--- src/rtl/frog_input_ctrl.sv ---
// Keyboard keycode to one-cycle frog move pulses: edge detect, one-deep pending buffer, move counter.
// Optional hold-to-repeat state machine compiled in with `define FROG_AUTOREPEAT_EN.
module frog_input_ctrl #(
  parameter logic [7:0] REPEAT_DELAY  = 8'd30,
  parameter logic [7:0] REPEAT_PERIOD = 8'd10
) (
  input  logic        frame_clk,
  input  logic        Reset,
  input  logic [7:0]  keycode,
  input  logic        frog_busy,
  output logic        up,
  output logic        down,
  output logic        left,
  output logic        right,
  output logic [1:0]  cur_dir,
  output logic        move_pending,
  output logic [15:0] move_count
);

  logic       key_v;
  logic [1:0] key_dir;
  logic       prev_v;
  logic [1:0] prev_dir;
  logic       press;
  logic       tick;
  logic       req;
  logic [1:0] pend_dir;
  logic       cand_v;
  logic [1:0] cand_dir;

  always_comb begin
    key_v   = 1'b1;
    key_dir = 2'd0;
    case (keycode)
      8'h52, 8'h1A: key_dir = 2'd0;
      8'h51, 8'h16: key_dir = 2'd1;
      8'h50, 8'h04: key_dir = 2'd2;
      8'h4F, 8'h07: key_dir = 2'd3;
      default:      key_v   = 1'b0;
    endcase
  end

  assign press = key_v && (!prev_v || (key_dir != prev_dir));

`ifdef FROG_AUTOREPEAT_EN
  typedef enum logic [1:0] {S_IDLE, S_DELAY, S_REPEAT} rpt_state_t;

  rpt_state_t state;
  logic [7:0] cnt;

  // A fresh press restarts the delay, so it never doubles as a repeat tick.
  assign tick = key_v && !press &&
                (((state == S_DELAY)  && (cnt == REPEAT_DELAY  - 8'd1)) ||
                 ((state == S_REPEAT) && (cnt == REPEAT_PERIOD - 8'd1)));

  always_ff @(posedge frame_clk) begin
    if (Reset) begin
      state <= S_IDLE;
      cnt   <= '0;
    end else if (!key_v) begin
      state <= S_IDLE;
      cnt   <= '0;
    end else if (press) begin
      state <= S_DELAY;
      cnt   <= '0;
    end else begin
      case (state)
        S_DELAY: begin
          if (cnt == REPEAT_DELAY - 8'd1) begin
            state <= S_REPEAT;
            cnt   <= '0;
          end else begin
            cnt <= cnt + 8'd1;
          end
        end
        S_REPEAT: begin
          if (cnt == REPEAT_PERIOD - 8'd1) cnt <= '0;
          else                             cnt <= cnt + 8'd1;
        end
        default: begin
          state <= S_IDLE;
          cnt   <= '0;
        end
      endcase
    end
  end
`else
  // Parameters are kept for interface compatibility only; folded into a constant-zero tick.
  localparam bit PARAMS_OK = (REPEAT_DELAY != 8'd0) && (REPEAT_PERIOD != 8'd0);
  assign tick = PARAMS_OK & 1'b0;
`endif

  // A repeat of the direction already waiting in the buffer adds nothing.
  assign req      = press || (tick && !(move_pending && (pend_dir == key_dir)));
  assign cand_v   = req || move_pending;
  assign cand_dir = req ? key_dir : pend_dir;

  always_ff @(posedge frame_clk) begin
    if (Reset) begin
      up           <= 1'b0;
      down         <= 1'b0;
      left         <= 1'b0;
      right        <= 1'b0;
      cur_dir      <= '0;
      move_pending <= 1'b0;
      pend_dir     <= '0;
      move_count   <= '0;
      prev_v       <= 1'b0;
      prev_dir     <= '0;
    end else begin
      prev_v   <= key_v;
      prev_dir <= key_dir;
      up       <= 1'b0;
      down     <= 1'b0;
      left     <= 1'b0;
      right    <= 1'b0;
      if (cand_v && !frog_busy) begin
        case (cand_dir)
          2'd0:    up    <= 1'b1;
          2'd1:    down  <= 1'b1;
          2'd2:    left  <= 1'b1;
          default: right <= 1'b1;
        endcase
        cur_dir      <= cand_dir;
        move_count   <= move_count + 16'd1;
        move_pending <= 1'b0;
      end else if (cand_v) begin
        pend_dir     <= cand_dir;
        move_pending <= 1'b1;
      end
    end
  end

endmodule

--- config.mk ---
export PLATFORM = sky130hd
export DESIGN_NAME = frog_input_ctrl
export DESIGN_NICKNAME = d
export VERILOG_FILES = /design/src/rtl/frog_input_ctrl.sv
export SDC_FILE = /design/constraint.sdc
export NUM_CORES = 1
export LEC_CHECK = 0
export ABC_AREA = 1
export CAP_MARGIN = 20
export CORE_ASPECT_RATIO = 1.4
export CORE_UTILIZATION = 45
export DETAILED_ROUTE_END_ITERATION = 8
export PLACE_DENSITY = 0.77
export SLEW_MARGIN = 20
export SYNTH_ARGS = -nofsm -noshare
export SYNTH_HDL_FRONTEND = slang
export SYNTH_SLANG_ARGS = --single-unit
--- constraint.sdc ---
create_clock -name frame_clk -period 3.06 [get_ports frame_clk]
set_input_delay 0.612 -clock frame_clk [delete_from_list [all_inputs] [get_ports frame_clk]]
set_output_delay 0.612 -clock frame_clk [all_outputs]
set_load 0.005 [all_outputs]
======== Word-level counts from Yosys, hierarchy flattened ========
Cells that the tools add are included.
operators by class
  add/sub/neg operators ................... 1
  multiplexer cells ....................... 7
  bitwise logic cells ..................... 1
  reduce and logical (&&, ||, !) cells .... 15
  equal/unequal tests ..................... 11
operators by type and width
  kind                                                  count
  equality test 8 x 7 -> 1 bit (second input constant)  4
  adder 16 x 1 -> 16 bit (second input constant)        1
  equality test 8 x 3 -> 1 bit (second input constant)  2
  equality test 8 x 5 -> 1 bit (second input constant)  2
  OR reduction 2 bit                                    5
  OR reduction 8 bit                                    1
  case mux 2 bit (3 select lines)                       1
  2-to-1 mux 1 bit                                      5
  OR reduction 3 bit                                    1
  equality test 2 x 1 -> 1 bit (second input constant)  1
  equality test 2 bit (second input constant)           1
  logical AND 1 bit                                     2
  logical NOT 1 bit                                     2
  logical NOT 2 bit                                     1
  logical OR 1 bit                                      2
  2-to-1 mux 2 bit                                      1
  inequality test 2 bit                                 1
  AND reduction 2 bit                                   1
  NOT 1 bit                                             1
storage, ports and cells
  flip-flop bits (word level) ............. 28
  logic and storage cells ................. 45
  output and inout bits ................... 23

======== Logic depth before layout (Yosys ltp) ========
  depth after elaboration ................. 10
  depth in mapped cells ................... 15
  mapped depth without buffers ............ 15

======== Least setup slack after synthesis ========
No wires, ideal clock.
  kind .................................... in2reg
  from .................................... in keycode[5]
  to ...................................... reg move_count[12]
  setup slack ............................. 1.171 ns
  arrival time ............................ 1.752 ns
  setup time .............................. 0.138 ns
  stages on the path ...................... 13
  path through ............................ inv_2 nand2_1 nor2_1 nand2_1 nand2_2 nor2_4 a21oi_2 nand3_4 nand2_4 nand2_8 buf_4 nand3_1 a21oi_2
on the way
  longest elaborated chain between the ends .. 8
  elaborated cells between the ends (all ways) .. 19
  classes of those cells .................. eq/ne: 9; mux: 2; reduce/logical: 8
ends and longest elaborated chain
  element                                               RTL line  text
  from (decl)                                           9         input logic [7:0] keycode,
  equality test 8 x 7 -> 1 bit (tied with other cells)  34        case (keycode)
  OR reduction 2 bit                                    34
  case mux 2 bit (3 select lines)                       34
  inequality test 2 bit                                 43        assign press = key_v && (!prev_v || (key_dir != prev_dir));
  logical OR 1 bit                                      43
  logical AND 1 bit (*)                                 43
  logical OR 1 bit (*)                                  95        assign cand_v = req || move_pending;
  logical AND 1 bit (*)                                 117       if (cand_v && !frog_busy) begin
  to (signal assigned)                                  125       move_count <= move_count + 16'd1;
  to (decl)                                             17        output logic [15:0] move_count
Mark *: on every way between the ends. The rest lies on a longest branch, timed or not.
A chain may end at the register's enable or synchronous reset.

======== Worst setup path after layout ========
  from .................................... in keycode[2]
  to ...................................... reg move_count[1]
The elaborated chain is that of the path after synthesis.

==> summary.md <==
| Metric | Value |
|---|---|
| Outcome | `finished, final reports clean` |
| Commonest non-fill, non-tap cell in the layout | `nand2_1` |
| Routed wire per std cell | `11.33 um` |
| Vias/cell | `5.137` |
| Mean Syn Cell Area | `6.877 sq um` |
| Pint | `0.5648 mW` |
| Clk_lat worst skew | `0.27 ns` |
| Non-filler cells, final | `321` |
| Ys Warns | `0` |
| Switching Fraction | `0.2158` |
| Reg-to-Reg End | `move_count[15]$_SDFFE_PP0P_` |
| Clk pwr share | `0.403` |
| Final HPWL DP | `2.793 mm` |
| FILL cells | `355` |
| EDFF count, synth | `0` |
| Crit path time final | `2.328 ns` |
| Critical Path Fanout Max | `17` |
| Pre-CTS setup slack | `0.4480 ns` |
| Initial core utilization | `0.4685` |
| Top FF cell, synth | `dfxtp_1` |
| Die height | `74.55 um` |
| # setup viols final | `0` |
| Hold_sp | `cur_dir[0]$_SDFFE_PP0P_` |
| Hold EP | `cur_dir[0]$_SDFFE_PP0P_` |
| Crit Path Category | `primary input to flop` |
| Register share of total power | `0.509` |
| Internal reg-to-reg setup slack | `1.29 ns` |
| Total die area | `0.004012 sq mm` |
| Global-route wire length before repair | `6.078 mm` |
| Register area share after synthesis | `0.3314` |
| Mapped Cells | `246` |
| Ports | `34` |
| Max-cap violation count | `0` |
| CTS tree | `done` |
| Max frequency | `429.5 MHz` |
| Critical Path RT | `3.22 ns` |
| Final hold vios | `0` |
| Critical Path Start Type | `primary input` |
| Fin Clk Skew | `0.005578 ns` |
| RSZ-0062 raised after global routing | `no` |
| Power Dens Cells | `340.6 mW/mm^2` |
| Pre-Repair DR Iteration Count | `5` |
| Root Driver | `clkbuf_8` |
| Post-route ant nets | `0` |
| TNS Setup | `0 ns` |
| Area Growth Syn to Fin | `25.00%` |
| Final Max Slew Viols | `0` |
| Crit share post-route | `0.7608` |
| Antenna cells | `0` |
| DP Cell Count | `317` |
| Fraction of registers with async set or reset after synthesis | `0` |
| Largest net degree at the start of global routing | `19` |
| Fin nets | `292` |
| Row count | `26` |
| FF-to-FF path depth | `7` |
| Worst-margin pin slew | `0.5621 ns` |
| Die width | `53.82 um` |
| R2r startpoint | `move_count[2]$_SDFFE_PP0P_` |
| CTS H-tree lvls | `1` |
| Mapped cell area | `0.001692 sq mm` |
| CORE AREA | `0.003611 sq mm` |
| Syn_nets | `258` |
| Crit path DAT | `2.49 ns` |
| Initial antenna violation count | `0` |
| Post-layout worst setup margin | `0.7319 ns` |
| Worst IR Drop VDD | `245.1 uV` |
| CTS sink cnt | `28` |
| Clock buffer depth | `2` |
| # resized after CTS | `0` |
| Final Hold Slack | `0.4926 ns` |
| Final Util | `0.5856` |
| LEAKAGE | `0.7777 nW` |
| Total CTS buffers | `3` |
| Layout cells sized above 1 | `0.1434` |
| Total via count in the routed design | `1649` |
| Clock slew at reported path FFs | `0.09 ns` |
| Crit end category | `flop` |
| Register bit total from synthesis | `28` |
| Commonest cells after routing, fill and taps aside | `nand2_1 (54), nor2_1 (34), clkdlybuf4s50_1 (33)` |
| PortBufs | `33` |
| Switching power | `0.1554 mW` |
| Rel. slew slack | `0.6230` |
| Vias in the first global route | `1522` |
| GRT overflow | `0` |
| Hold WC Path Type | `flop to flop` |
| Iteration-0 DRC Markers | `40` |
| Final Wtd Congestion | `0.8839` |
| DRC viols | `0` |
| Hold Buf Count CTS | `0` |
| Total track usage | `0.2050` |
| Gate power share | `0.088` |
| Postcts setup bufs | `0` |
| Unique cell type count in the Yosys netlist | `29` |
| Drt total wl | `3.636 mm` |
| Hold Crit Depth | `2` |
worst max-delay path by stage:
stage / from / to / depth (start not counted)
after floorplan: keycode[5] / move_count[12]$_SDFFE_PP0P_ / 13
after global placement: keycode[3] / left$_SDFF_PP0_ / 14
after detailed placement: keycode[2] / move_count[1]$_SDFFE_PP0P_ / 14
after CTS: keycode[2] / left$_SDFF_PP0_ / 14
after global routing: keycode[6] / cur_dir[1]$_SDFFE_PP0P_ / 13
final: keycode[2] / move_count[1]$_SDFFE_PP0P_ / 14
state kept, by name, summed over array words and instances (netlist names):
name and flops:
right 1, up 1, move_count 16, prev_dir 2, cur_dir 2, down 1
left 1, prev_v 1, pend_dir 2, move_pending 1
through the flow:
step,cell area (sq um),power (mW)
global route,2115,0.7491
CTS,2115,0.7308
detailed placement,2043,0.4389
global placement,2043,0.4374
finish,2115,0.7202
floorplan,1692,0.4137
kinds of logic after synthesis:
kind of cell             Yosys count  share of synthesized area
AO/OA/AOI/OAI                     24                    0.08802
AND/OR/NAND/NOR                  145                     0.4135
flip-flops                        28                     0.3314
adder cells (fa/ha/maj)            1                   0.007395
buffers and inverters             34                    0.08728
XOR/XNOR                          14                    0.07248
cells in the mapped netlist (2+ instances only):
master,number,area [sq um]
nand2_1,54,202.7
nor2_1,34,127.6
dfxtp_1,28,560.5
nand3_1,26,130.1
inv_1,22,82.58
nand2_2,13,81.33
xor2_1,10,87.58
a21oi_1,9,45.04
a21oi_2,7,61.31
inv_2,6,22.52
nor4_1,5,31.28
nor2_2,4,25.02
o21ai_1,4,20.02
xnor2_1,4,35.03
nor3_1,3,15.01
clkbuf_1,2,7.510
nand2_8,2,40.04
o21ai_0,2,10.01
critical path, stage by stage:
cell             delay (ns)
clkdlybuf4s50_1        0.55
inv_2                  0.06
nand2_1                0.10
nor2_1                 0.05
nand2_1                0.07
nand2_2                0.07
nor2_4                 0.15
inv_1                  0.09
nand2_2                0.08
nand3_4                0.08
nand2_4                0.12
nand2_8                0.12
nand3_1                0.24
o21ai_1                0.10
power by group through the flow:
stage | Sequential, mW | Clock, mW | Combinational (mW)
6_report | 0.367 | 0.290 | 0.0634
5_1_grt | 0.367 | 0.311 | 0.0710
4_1_cts | 0.367 | 0.300 | 0.0636
3_5_place_dp | 0.375 | 0 | 0.0635
3_3_place_gp | 0.375 | 0 | 0.0620
2_1_floorplan | 0.375 | 0 | 0.0384
area by class of cell:
cell class | count | area [sq um] | area share
inverter | 29 | 108.9 | 0.05148
timing repair buffer | 34 | 337.8 | 0.1598
clock buffer | 3 | 41.29 | 0.01953
multi-input combinational | 184 | 983.4 | 0.4651
clock inverter | 1 | 30.03 | 0.01420
tap | 42 | 52.55 | 0.02485
sequential | 28 | 560.5 | 0.2651
layer usage:
metal,track usage,vias to the layer above,part of all wire
li1,-,850,-
met1,0.2057,755,0.39
met2,0.4047,38,0.56
met3,0.02454,6,0.024
met4,0.07895,0,0.020
met5,0,-,0
Note: power is estimated with default switching activity, not from simulation.
